## src/rtl/divrem_sequencer.sv

```systemverilog
// -----------------------------------------------------------------------------
// divrem_sequencer
//
// EX-stage controller for the shared iterative divider (DIV/DIVU/REM/REMU).
// Accepts a divide-class instruction in EX and latches its operands. It
// resolves the RISC-V corner cases locally: divide by zero and signed
// overflow. All other operations go to the divider core as a one-cycle start
// pulse. The controller then waits for the core's ready pulse, stalling EX,
// and presents the selected quotient/remainder for the advance cycle. A
// watchdog forces completion (result 0, sticky oTimeout) if the core never
// answers.
//
// Optional build macro: DIVREM_REUSE_EN
//   Remembers the last core result with its {A, B, signed} tag. A following
//   op on the same operands (e.g. DIV then REM) completes without the core.
//
// Ports
//   iCLK, iRST           clock, asynchronous active-high reset
//   iEX_DivRem           EX holds a divide-class instruction
//   iEX_Funct3           100 DIV, 101 DIVU, 110 REM, 111 REMU
//   iEX_OpA / iEX_OpB    dividend / divisor (post-forward)
//   iHold                external pipeline stall; result held in DONE
//   iFlush               EX flush; abort current operation
//   iUnitReady           core result valid (single-cycle pulse)
//   iUnitQuot/iUnitRem   core quotient / remainder
//   oUnitStart           one-cycle start pulse to core
//   oUnitAbort           one-cycle abort pulse to core
//   oUnitSigned          signed mode for core
//   oUnitA / oUnitB      latched dividend / divisor
//   oStall               stall request to hazard unit
//   oResult              selected quotient/remainder
//   oResultValid         result valid for EX->MEM
//   oTimeout             sticky watchdog flag
// -----------------------------------------------------------------------------
module divrem_sequencer #(
  parameter int MAX_CYCLES = 40,
  parameter int CW         = 6
) (
  input  logic        iCLK,
  input  logic        iRST,
  input  logic        iEX_DivRem,
  input  logic [2:0]  iEX_Funct3,
  input  logic [31:0] iEX_OpA,
  input  logic [31:0] iEX_OpB,
  input  logic        iHold,
  input  logic        iFlush,
  input  logic        iUnitReady,
  input  logic [31:0] iUnitQuot,
  input  logic [31:0] iUnitRem,
  output logic        oUnitStart,
  output logic        oUnitAbort,
  output logic        oUnitSigned,
  output logic [31:0] oUnitA,
  output logic [31:0] oUnitB,
  output logic        oStall,
  output logic [31:0] oResult,
  output logic        oResultValid,
  output logic        oTimeout
);

  typedef enum logic [1:0] {IDLE, START, WAIT, DONE} state_t;

  state_t      state, nextState;
  logic [CW-1:0] waitCnt;
  logic [31:0] aQ, bQ, resultQ;
  logic        signedQ, selRemQ, timeoutQ;

  // Decode of the instruction currently in EX (only meaningful in IDLE).
  logic opSigned, opSelRem, accept, divByZero, signedOvf, coreDone, timeoutHit;
  logic reuseHit;

  // funct3[2] is always 1 for this instruction class; iEX_DivRem qualifies it.
  logic unusedFunct3;
  assign unusedFunct3 = iEX_Funct3[2];

  assign opSigned   = ~iEX_Funct3[0];
  assign opSelRem   = iEX_Funct3[1];
  assign accept     = (state == IDLE) && iEX_DivRem && !iFlush;
  assign divByZero  = (iEX_OpB == 32'h0);
  assign signedOvf  = opSigned && (iEX_OpA == 32'h8000_0000) && (iEX_OpB == 32'hFFFF_FFFF);
  // Flush takes priority over a coincident ready or watchdog expiry.
  assign coreDone   = (state == WAIT) && iUnitReady && !iFlush;
  assign timeoutHit = (state == WAIT) && !iUnitReady && !iFlush &&
                      (waitCnt == CW'(MAX_CYCLES - 1));

`ifdef DIVREM_REUSE_EN
  logic [31:0] lastQuot, lastRem, tagA, tagB;
  logic        tagSigned, reuseValid;

  assign reuseHit = reuseValid && (tagA == iEX_OpA) && (tagB == iEX_OpB) &&
                    (tagSigned == opSigned);

  always_ff @(posedge iCLK or posedge iRST) begin
    if (iRST) begin
      lastQuot   <= '0;
      lastRem    <= '0;
      tagA       <= '0;
      tagB       <= '0;
      tagSigned  <= 1'b0;
      reuseValid <= 1'b0;
    end else if (coreDone) begin
      lastQuot   <= iUnitQuot;
      lastRem    <= iUnitRem;
      tagA       <= aQ;
      tagB       <= bQ;
      tagSigned  <= signedQ;
      reuseValid <= 1'b1;
    end else if (timeoutHit) begin
      reuseValid <= 1'b0;
    end
  end
`else
  assign reuseHit = 1'b0;
`endif

  // State register.
  always_ff @(posedge iCLK or posedge iRST) begin
    // NOTE: non-blocking assignments keep every flop sampling pre-edge values.
    if (iRST) state <= IDLE;
    else      state <= nextState;
  end

  // Next-state logic.
  always_comb begin
    // NOTE: default first so no path through the case leaves nextState unassigned (no latch).
    nextState = state;
    unique case (state)
      IDLE:  if (accept) nextState = (divByZero || signedOvf || reuseHit) ? DONE : START;
      START: nextState = WAIT;
      WAIT:  if (coreDone || timeoutHit) nextState = DONE;
      DONE:  if (!iHold) nextState = IDLE;
      default: nextState = IDLE;
    endcase
    if (iFlush) nextState = IDLE;
  end

  // Operand latch, result capture, watchdog counter, sticky timeout.
  always_ff @(posedge iCLK or posedge iRST) begin
    if (iRST) begin
      aQ       <= '0;
      bQ       <= '0;
      signedQ  <= 1'b0;
      selRemQ  <= 1'b0;
      resultQ  <= '0;
      waitCnt  <= '0;
      timeoutQ <= 1'b0;
    end else begin
      if (accept) begin
        aQ      <= iEX_OpA;
        bQ      <= iEX_OpB;
        signedQ <= opSigned;
        selRemQ <= opSelRem;
        if (divByZero)      resultQ <= opSelRem ? iEX_OpA : 32'hFFFF_FFFF;
        else if (signedOvf) resultQ <= opSelRem ? 32'h0 : 32'h8000_0000;
`ifdef DIVREM_REUSE_EN
        else if (reuseHit)  resultQ <= opSelRem ? lastRem : lastQuot;
`endif
      end
      if (state == START) waitCnt <= '0;
      else if (state == WAIT) waitCnt <= waitCnt + 1'b1;
      if (coreDone) resultQ <= selRemQ ? iUnitRem : iUnitQuot;
      if (timeoutHit) begin
        resultQ  <= '0;
        timeoutQ <= 1'b1;
      end
    end
  end

  // Output logic.
  always_comb begin
    oUnitStart   = (state == START);
    oUnitAbort   = (((state == START) || (state == WAIT)) && iFlush) || timeoutHit;
    oResultValid = (state == DONE);
    oStall       = iEX_DivRem && (state != DONE);
    oUnitSigned  = signedQ;
    oUnitA       = aQ;
    oUnitB       = bQ;
    oResult      = resultQ;
    oTimeout     = timeoutQ;
  end

endmodule

```

## config.mk

```make
export PLATFORM = sky130hd
export DESIGN_NAME = divrem_sequencer
export DESIGN_NICKNAME = d
export VERILOG_FILES = /design/src/rtl/divrem_sequencer.sv
export SDC_FILE = /design/constraint.sdc
export NUM_CORES = 1
export LEC_CHECK = 0
export ABC_AREA = 1
export BUFFER_PORTS_ARGS = -buffer_cell sky130_fd_sc_hd__buf_2
export CAP_MARGIN = 20
export CORE_ASPECT_RATIO = 0.7
export CORE_MARGIN = 3
export CORE_UTILIZATION = 49
export CTS_CLUSTER_DIAMETER = 40
export CTS_CLUSTER_SIZE = 25
export DETAILED_ROUTE_END_ITERATION = 12
export GPL_ROUTABILITY_DRIVEN = 0
export GPL_TIMING_DRIVEN = 0
export PLACE_DENSITY = 0.81
export SYNTH_ARGS = -nofsm -noshare
export SYNTH_HDL_FRONTEND = slang
export SYNTH_SLANG_ARGS = --single-unit
```

## constraint.sdc

```tcl
create_clock -name iCLK -period 5.85 [get_ports iCLK]
set_clock_uncertainty 0.05 [all_clocks]
set_input_delay 1.755 -clock iCLK [delete_from_list [all_inputs] [get_ports iCLK]]
set_output_delay 1.755 -clock iCLK [all_outputs]
set_load 0.01 [all_outputs]
```

==> run_results.csv, run 1 <==
group,metric,value,unit
hold_path,min_path_cells,2,
sta,slew_headroom,51.8,%
floorplanning,pin_count,239,
drt,ant_nets,0,
global_route,grt_overflow,0,
floorplanning,die_area,13100,um^2
finish,drive_gt1_share,31.8,%
setup_path,crit_slowest_cell,"buf_2",
floorplanning,dieWidth,135,um
synth,avgSynthCellArea,7.54,um^2
synth,syn-num-nets,905,
finish,fill_cells,1001,
pwr,p_leak,4.30,nW
placement,portBuffers,237,
finish,fin_cells,1169,
synth,synth.most_common_cell,"nand2_1",
sta,finalHoldViolCount,0,
setup_path,crit_required,4.05,ns
synth,yosys_warnings,0,
clock_network,cts_resized,0,
sta,worst_slew_pin_slew,0.722,ns
setup_path,timing.rr.start,"state[1]$_DFFE_PP0P_",
placement,hpwl,14400,um
placement,dpl-instance-area,7160,um^2
clock_network,h-tree-depth,3,
global_route,grt_use_total,27.7,%
synth,ys.flop_type,"dfrtp_1",
global_route,antenna_found_initial,0,
clock_network,postCtsSetupBuffers,0,
placement,place_inst,1153,
setup_path,reg2reg_slack,3.71,ns
setup_path,cp.arrival,2.94,ns
global_route,grt_pass1_vias,5604,
finish,area_growth,29.6,%
synth,synthTopCellsByArea,"dfrtp_1, nand2_1, nand3_1",
sta,fmax,211,MHz
synth,synth_seq_area_share,46.6,%
job,max_cap_violations,0,
setup_path,crit_fanout,10,
synth,synth-seq-cells,107,
drt,drt-initial-drc-count,390,
synth,synth_edf_count,0,
hold_path,min-delay-path-class,"reg2reg",
clock_network,cts_buffers,9,
finish,layout.nets,1154,
sta,setup_viol,0,
setup_path,critPathKind,"in2out",
drt,dr.pass1.iters,5,
global_route,grt_max_degree,57,
drt,via_per_inst,5.06,
clock_network,clock-root-buffer,"clkbuf_16",
setup_path,path_cells,"buf_2, inv_2, nand2_2, nor3_2, nand2_2, buf_2, o21ai_0, buf_2",
drt,wl_per_cell,15.5,um
clock_network,ctsLongestPathBuffers,2,
floorplanning,rows,32,
global_route,grt_pass1_wl,29000,um
pwr,peakVddDrop,0.000197,V
drt,wirelength,18100,um
synth,synth_top_area_share,46.6,%
sta,rsz0062_at_grt,"no",
pwr,power,2.87,mW
synth,synth_area,5750,um^2
finish,fin_area,7450,um^2
sta,fin_crit,4.74,ns
drt,vias,5914,
hold_path,holdCritStartpoint,"oTimeout$_DFFE_PP0N_",
setup_path,cp-end-kind,"output pin",
setup_path,reg2reg_to,"oUnitA[9]$_DFFE_PP0P_",
finish,antenna_cells,0,
synth,yosysTopAreaCell,"dfrtp_1",
setup_path,reg2reg_depth,7,
synth,synth-async-reset-ratio,100,%
hold_path,whs_endpoint,"oTimeout$_DFFE_PP0N_",
setup_path,startpoint_type,"input port",
status,status,"finished clean",
clock_network,numClockSinks,107,
floorplanning,initial_core_util,51.3,%
clock_network,cts_hold_buffers,0,
sta,drv_slew,0,
clock_network,clk_latency,0.35,ns
floorplanning,coreArea,11200,um^2
synth,netlist_instances,762,
synth,synth_cell_types,27,
synth,synthTopCellsByCount,"nand2_1, dfrtp_1, nand3_1",
clock_network,tritoncts,"yes",
pwr,pwr_density_cell,385,nW/um^2
setup_path,crit_top_cell,"buf_2",
sta,period_share,81.1,%
clock_network,cts.clk_slew.worst_paths,0.07,ns
setup_path,slowest_delay,0.24,ns
drt,drc,0,
floorplanning,fp.dieH,96.6,um
finish,fin_util,66.4,%
per-stage QoR:
stage | setup TNS [ns] | worst slack [ns] | hold WS (ns)
2_1_floorplan | 0 | 1.23 | 0.427
4_1_cts | 0 | 1.12 | 0.414
6_report | 0 | 1.11 | 0.409
3_3_place_gp | -6.15 | -0.0683 | 0.395
3_5_place_dp | 0 | 1.13 | 0.395
5_1_grt | 0 | 0.957 | 0.424
worst max-delay path by stage:
stage	depth (start not counted)	end	from
after CTS	8	oUnitAbort	iFlush
final	8	oUnitAbort	iFlush
after floorplan	1	oResult[0]$_DFFE_PP0P_	iRST
after global placement	2	waitCnt[1]$_DFFE_PP0N_	iRST
after detailed placement	8	oUnitAbort	iFlush
after global routing	8	oUnitAbort	iFlush
placed cells by master (no fill, tap or decap):
cell and n:
nand2_1 294, buf_2 255, dfrtp_1 107, nand3_1 77, inv_1 53, nor2_1 50, o21ai_0 45, a21oi_1 34
mux2_2 28, clkbuf_1 15, clkbuf_16 9, buf_4 6, ha_1 6, nand4_1 5, inv_2 3, nor3_1 3
buf_6 3, inv_6 3, nand2_2 2, nor2_4 2, nand3_2 2, clkinv_4 2, inv_8 2, or2_2 1
mux2i_1 1, a22oi_1 1, nor3_2 1, a21oi_2 1, nand2_4 1, inv_4 1, nor3b_1 1, nand3b_1 1
buf_16 1
registers in the layout, summed over array words and instances, names as in the netlist:
signal	flops
oUnitB	32
oResult	32
oTimeout	1
state	2
oUnitSigned	1
oUnitA	32
waitCnt	6
selRemQ	1
worst max-delay path, delay by kind of cell:
family	cells	cell delay (ns)
AO/OA/AOI/OAI	1	0.10
buffers and inverters	4	0.61
AND/OR/NAND/NOR	3	0.47
metal layers:
metal / vias to the layer above / track usage, % / share of wire (%)
met5: - / 0 / 0
met2: 243 / 43.0 / 45
met4: 0 / 4.88 / 0.88
met1: 2733 / 40.4 / 45
met3: 15 / 6.29 / 9.5
li1: 2923 / - / -
final cells by class:
cell class / instances / area [um^2] / area share (%)
buffer: 42 / 225 / 3.02
clock buffer: 9 / 225 / 3.02
clock inverter: 7 / 66.3 / 0.890
inverter: 57 / 216 / 2.91
multi-input combinational: 556 / 2630 / 35.3
sequential: 107 / 2680 / 35.9
tap: 153 / 191 / 2.57
timing repair buffer: 238 / 1210 / 16.3
kinds of logic after synthesis:
group	share of synthesized area [%]
AO/OA/AOI/OAI	7.16
adder cells (fa/ha/maj)	1.31
buffers and inverters	7.64
flip-flops	46.6
multiplexers	5.66
AND/OR/NAND/NOR	31.7
where the power goes:
group	internal (mW)	leakage, nW	switching [mW]	total [mW]
clock network	0.302	0.145	0.306	0.607
registers	0.991	1.36	0.134	1.13
logic	0.460	2.79	0.677	1.14
Power figures use the tool's default switching activity.
==> run 2: changes to the inputs <==
ABC_AREA = 0   (was 1)
CORE_UTILIZATION = 43   (was 49)
PLACE_DENSITY = 0.77   (was 0.81)
clock period = 4.1 ns   (was 5.85 ns; I/O delays follow)
==> run 2 against run 1 <==
Net effect:
- final area decreased by 4.2%
- sequential cell count did not move
- first-iteration DRC count decreased by 43%
- worst hold slack improved by 0.032 ns
- final cell count fell by 24%
- non-clock buffer count down 11
- sequential power increased by 46%
- sequential share of layout area is 1.6 points higher
- wire length down 4.2%
- largest cell class unchanged
- highest routed layer unchanged
==> run_results.csv, run 2 <==
group,metric,value,unit
status,status,"finished clean",
synth,synth_edf_count,0,
sta,drv_slew,0,
finish,layout.nets,874,
drt,via_per_inst,5.49,
synth,synth.most_common_cell,"dfrtp_1",
sta,fmax,252,MHz
setup_path,cp.arrival,2.69,ns
drt,wirelength,17300,um
hold_path,min-delay-path-class,"reg2reg",
sta,period_share,96.9,%
synth,yosys_warnings,0,
sta,slew_headroom,43.2,%
drt,ant_nets,0,
synth,netlist_instances,482,
clock_network,cts_buffers,9,
finish,area_growth,31.4,%
finish,final_cell_mix,"buf_2, dfrtp_1, mux2_2",
synth,synth_cell_types,40,
setup_path,startpoint_type,"input port",
floorplanning,coreArea,12000,um^2
clock_network,cts_hold_buffers,0,
clock_network,h-tree-depth,3,
finish,fin_util,59.4,%
synth,synth-seq-cells,107,
placement,place_inst,877,
global_route,grt_overflow,0,
synth,synthTopCellsByCount,"dfrtp_1, mux2_2, nor2_1",
job,max_cap_violations,0,
drt,wl_per_cell,19.4,um
pwr,peakVddDrop,0.000392,V
floorplanning,rows,33,
setup_path,crit_required,2.82,ns
pwr,pwr_density_cell,596,nW/um^2
global_route,grt_max_degree,66,
placement,portBuffers,237,
pwr,swShare,35.4,%
synth,ys.flop_type,"dfrtp_1",
synth,synth_top_area_share,49.3,%
setup_path,critPathKind,"in2out",
sta,finalHoldViolCount,0,
placement,hpwl,13900,um
finish,antenna_cells,0,
floorplanning,pin_count,239,
global_route,grt_pass1_wl,26800,um
setup_path,cp-end-kind,"output pin",
clock_network,numClockSinks,107,
sta,worst_slew_pin_slew,0.852,ns
drt,dr.pass1.iters,4,
sta,fin_crit,3.97,ns
global_route,grt_use_total,24.3,%
pwr,p_comb_share,40.3,%
pwr,p_leak,3.62,nW
drt,drc,0,
clock_network,ctsLongestPathBuffers,2,
clock_network,cts.clk_slew.worst_paths,0.07,ns
pwr,p_switching,1.51,mW
finish,final_common_cell,"buf_2",
pwr,seq_power_share,38.9,%
floorplanning,initial_core_util,45.2,%
finish,fin_cells,893,
clock_network,postCtsSetupBuffers,0,
synth,synth_area,5430,um^2
synth,avgSynthCellArea,11.3,um^2
synth,yosysTopAreaCell,"dfrtp_1",
floorplanning,fp.dieH,100,um
global_route,grt_pass1_vias,5053,
clock_network,clock-root-buffer,"clkbuf_16",
floorplanning,die_area,14000,um^2
drt,vias,4901,
clock_network,cts_resized,0,
sta,setup_viol,0,
pwr,p_clk_share,20.9,%
clock_network,tritoncts,"yes",
sta,rsz0062_at_grt,"no",
synth,synthTopCellsByArea,"dfrtp_1, mux2_2, mux2i_1",
clock_network,clk_latency,0.34,ns
drt,drt-initial-drc-count,223,
synth,synth_seq_area_share,49.3,%
synth,syn-num-nets,625,
global_route,antenna_found_initial,0,
synth,synth-async-reset-ratio,100,%
finish,drive_gt1_share,48.8,%
floorplanning,dieWidth,140,um
setup_path,crit_fanout,10,
pwr,intPower,2.75,mW
[run 2: path summary, 6_finish.rpt]
| kind | startpoint | end | slack, ns | depth (start not counted) |
|---|---|---|---|---|
| worst max register to register | state[0]$_DFFE_PP0P_ | oResult[13]$_DFFE_PP0P_ | 1.42 | 10 |
| min in group asynchronous | iRST | oUnitB[2]$_DFFE_PP0P_ | 1.00 | 2 |
| max in group asynchronous | iRST | oUnitA[14]$_DFFE_PP0P_ | 2.31 | 3 |
| worst min-delay path | oUnitSigned$_DFFE_PP0P_ | oUnitSigned$_DFFE_PP0P_ | 0.44 | 2 |
| worst max-delay path | iFlush | oUnitAbort | 0.13 | 7 |
| worst min register to register | oUnitSigned$_DFFE_PP0P_ | oUnitSigned$_DFFE_PP0P_ | 0.44 | 2 |
[run 2: layer usage]
layer / wire length (um) / track usage [%] / part of all wire (%) / up-vias
li1: - / - / - / 2232
met1: 7390 / 32.2 / 43 / 2386
met2: 8090 / 39.3 / 47 / 261
met3: 1690 / 8.29 / 9.8 / 22
met4: 164 / 4.91 / 0.95 / 0
met5: 0 / 0 / 0 / -
[run 2: critical path: stages]
cell and delay, ns:
buf_2 0.14, nor2b_1 0.20, and4_1 0.21, clkbuf_1 0.35
clkbuf_2 0.32, a21o_1 0.12, buf_2 0.12
[run 2: logic make-up after synthesis]
kind of cell / Yosys count / share of synthesized area [%]
compound gates: 47 / 5.64
xor+xnor: 2 / 0.323
fa+ha+maj: 6 / 1.38
buf+inv: 36 / 2.93
flops: 107 / 49.3
mux: 129 / 26.0
simple gates: 155 / 14.4
[run 2: stage by stage]
step | TNS, ns | hold slack [ns] | power [mW] | area [um^2] | setup WS, ns
floorplan | 0 | 0.441 | 2.67 | 5430 | 0.00276
global placement | -120.40 | 0.397 | 3.30 | 6810 | -1.13
detailed placement | 0 | 0.420 | 3.38 | 6840 | 0.0477
CTS | 0 | 0.436 | 4.27 | 7140 | 0.00970
global route | 0 | 0.468 | 4.48 | 7140 | 0.0320
finish | 0 | 0.441 | 4.26 | 7140 | 0.125
[run 2: final cells by class]
class,count,area (um^2)
buffer,31,141
clock buffer,9,225
clock inverter,7,75.1
fill,1035,4880
inverter,5,21.3
multi-input combinational,339,2590
sequential,107,2680
tap,157,196
timing repair buffer,238,1210
[run 2: power groups by stage]
stage	Combinational (mW)	Clock, mW	Sequential, mW
global route	1.84	0.945	1.70
global placement	1.66	0	1.64
floorplan	0.844	0	1.82
finish	1.71	0.889	1.65
detailed placement	1.72	0	1.67
CTS	1.72	0.901	1.65
==> run 3: changes to the inputs <==
ABC_CLOCK_PERIOD_IN_PS = 4100   (was not set)
PLACE_DENSITY = 0.78   (was 0.77)
==> run 3 against run 2 <==
Net effect:
- utilization about the same
- first-iteration DRC count is 34% higher
- critical path type unchanged
- largest power group unchanged
- critical endpoint unchanged
- clock power down 3.6%
- register-to-register slack about the same
==> run_results.csv, run 3 (same netlist as run 2, synthesis figures left out) <==
group,metric,value,unit
status,status,"finished clean",
hold_path,min-delay-path-class,"reg2reg",
finish,final_cell_mix,"buf_2, dfrtp_1, mux2_2",
clock_network,tritoncts,"yes",
placement,dpl-instance-area,6840,um^2
finish,fin_util,59.4,%
sta,worst_slew_pin_slew,0.806,ns
finish,multiInputGateArea,2590,um^2
setup_path,cp-end-kind,"output pin",
sta,slew_headroom,46.3,%
setup_path,timing.rr.start,"state[1]$_DFFE_PP0P_",
clock_network,cts.clk_slew.worst_paths,0.07,ns
finish,final_common_cell,"buf_2",
floorplanning,fp.dieH,100,um
finish,layout.nets,873,
sta,period_share,93.3,%
pwr,pwr_density_cell,594,nW/um^2
clock_network,ctsLongestPathBuffers,2,
drt,via_per_inst,5.52,
global_route,grt_use_total,24.7,%
sta,drv_slew,0,
setup_path,crit_fanout,10,
setup_path,crit_required,2.82,ns
sta,rsz0062_at_grt,"no",
global_route,grt_pass1_wl,27100,um
sta,fin_crit,3.82,ns
sta,worst_hold_slack,0.425,ns
drt,vias,4928,
clock_network,numClockSinks,107,
sta,setup_viol,0,
sta,finalHoldViolCount,0,
finish,fin_area,7140,um^2
floorplanning,die_area,14000,um^2
floorplanning,coreArea,12000,um^2
finish,fill_cells,1030,
drt,drt-initial-drc-count,298,
drt,ant_nets,0,
global_route,antenna_found_initial,1,
clock_network,cts_buffers,9,
clock_network,h-tree-depth,3,
floorplanning,initial_core_util,45.2,%
hold_path,holdCritStartpoint,"oTimeout$_DFFE_PP0N_",
setup_path,worstSetupStartpoint,"iUnitReady",
sta,fin_setup_tns,0,ns
clock_network,postCtsSetupBuffers,0,
pwr,peakVddDrop,0.000397,V
finish,fin_cells,892,
finish,drive_gt1_share,48.8,%
drt,dr.pass1.iters,5,
setup_path,cp.arrival,2.54,ns
finish,antenna_cells,0,
floorplanning,dieWidth,140,um
setup_path,critPathKind,"in2out",
floorplanning,rows,33,
global_route,grt_pass1_vias,5018,
placement,place_inst,877,
setup_path,startpoint_type,"input port",
floorplanning,pin_count,239,
drt,wl_per_cell,19.7,um
pwr,p_leak,3.62,nW
clock_network,clk_latency,0.34,ns
placement,portBuffers,237,
drt,drc,0,
placement,hpwl,14000,um
sta,fmax,261,MHz
global_route,grt_overflow,0,
finish,area_growth,31.4,%
finish,seq_area,2680,um^2
clock_network,clock-root-buffer,"clkbuf_16",
drt,wirelength,17600,um
job,max_cap_violations,0,
global_route,grt_max_degree,75,
## run 3: worst max-delay path, stage by stage
cell	delay, ns
buf_2	0.12
nor4b_1	0.22
and4_1	0.43
clkbuf_2	0.30
a21o_1	0.12
buf_2	0.12
## run 3: worst paths after layout
path,to,slack [ns],cells past startpoint
max in group asynchronous,oUnitB[13]$_DFFE_PP0P_,2.44,3
hold reg to reg,oTimeout$_DFFE_PP0N_,0.42,1
setup / recovery,oUnitAbort,0.28,6
setup reg to reg,oUnitB[13]$_DFFE_PP0P_,1.42,6
min in group asynchronous,oUnitB[2]$_DFFE_PP0P_,0.85,2
hold / removal,oTimeout$_DFFE_PP0N_,0.42,1
## run 3: final cells by class
type	instances	area share (%)
Sequential cell	107	37.5
Multi-Input combinational cell	339	36.4
Timing Repair Buffer	238	17.0
Clock buffer	9	3.16
Tap cell	157	2.75
Buffer	30	1.93
Clock inverter	7	0.964
Inverter	5	0.298
## run 3: metal layers
| metal | share of wire (%) | up-vias | track usage [%] |
|---|---|---|---|
| met4 | 1.2 | 2 | 5.36 |
| met5 | 0.068 | - | 0 |
| met3 | 9.8 | 20 | 6.86 |
| li1 | - | 2228 | - |
| met1 | 41 | 2408 | 33.0 |
| met2 | 48 | 270 | 40.7 |
## run 3: power breakdown
group | internal, mW | total (mW) | switching [mW]
sequential | 1.44 | 1.66 | 0.220
combinational | 0.826 | 1.72 | 0.894
clock | 0.430 | 0.857 | 0.427
total | 2.70 | 4.24 | 1.54
## run 3: per-stage QoR
| step | power, mW | setup slack, ns |
|---|---|---|
| after global routing | 4.49 | 0.119 |
| after global placement | 3.31 | -1.15 |
| after detailed placement | 3.41 | 0.0451 |
| after CTS | 4.28 | 0.0288 |
| after floorplan | 2.67 | 0.00276 |
| final | 4.24 | 0.275 |
## run 3: timing repair
action | CTS | global route
hold buffers | 0 | 0
resized for setup | 0 | 2
setup endpoints to repair | 0 | 1
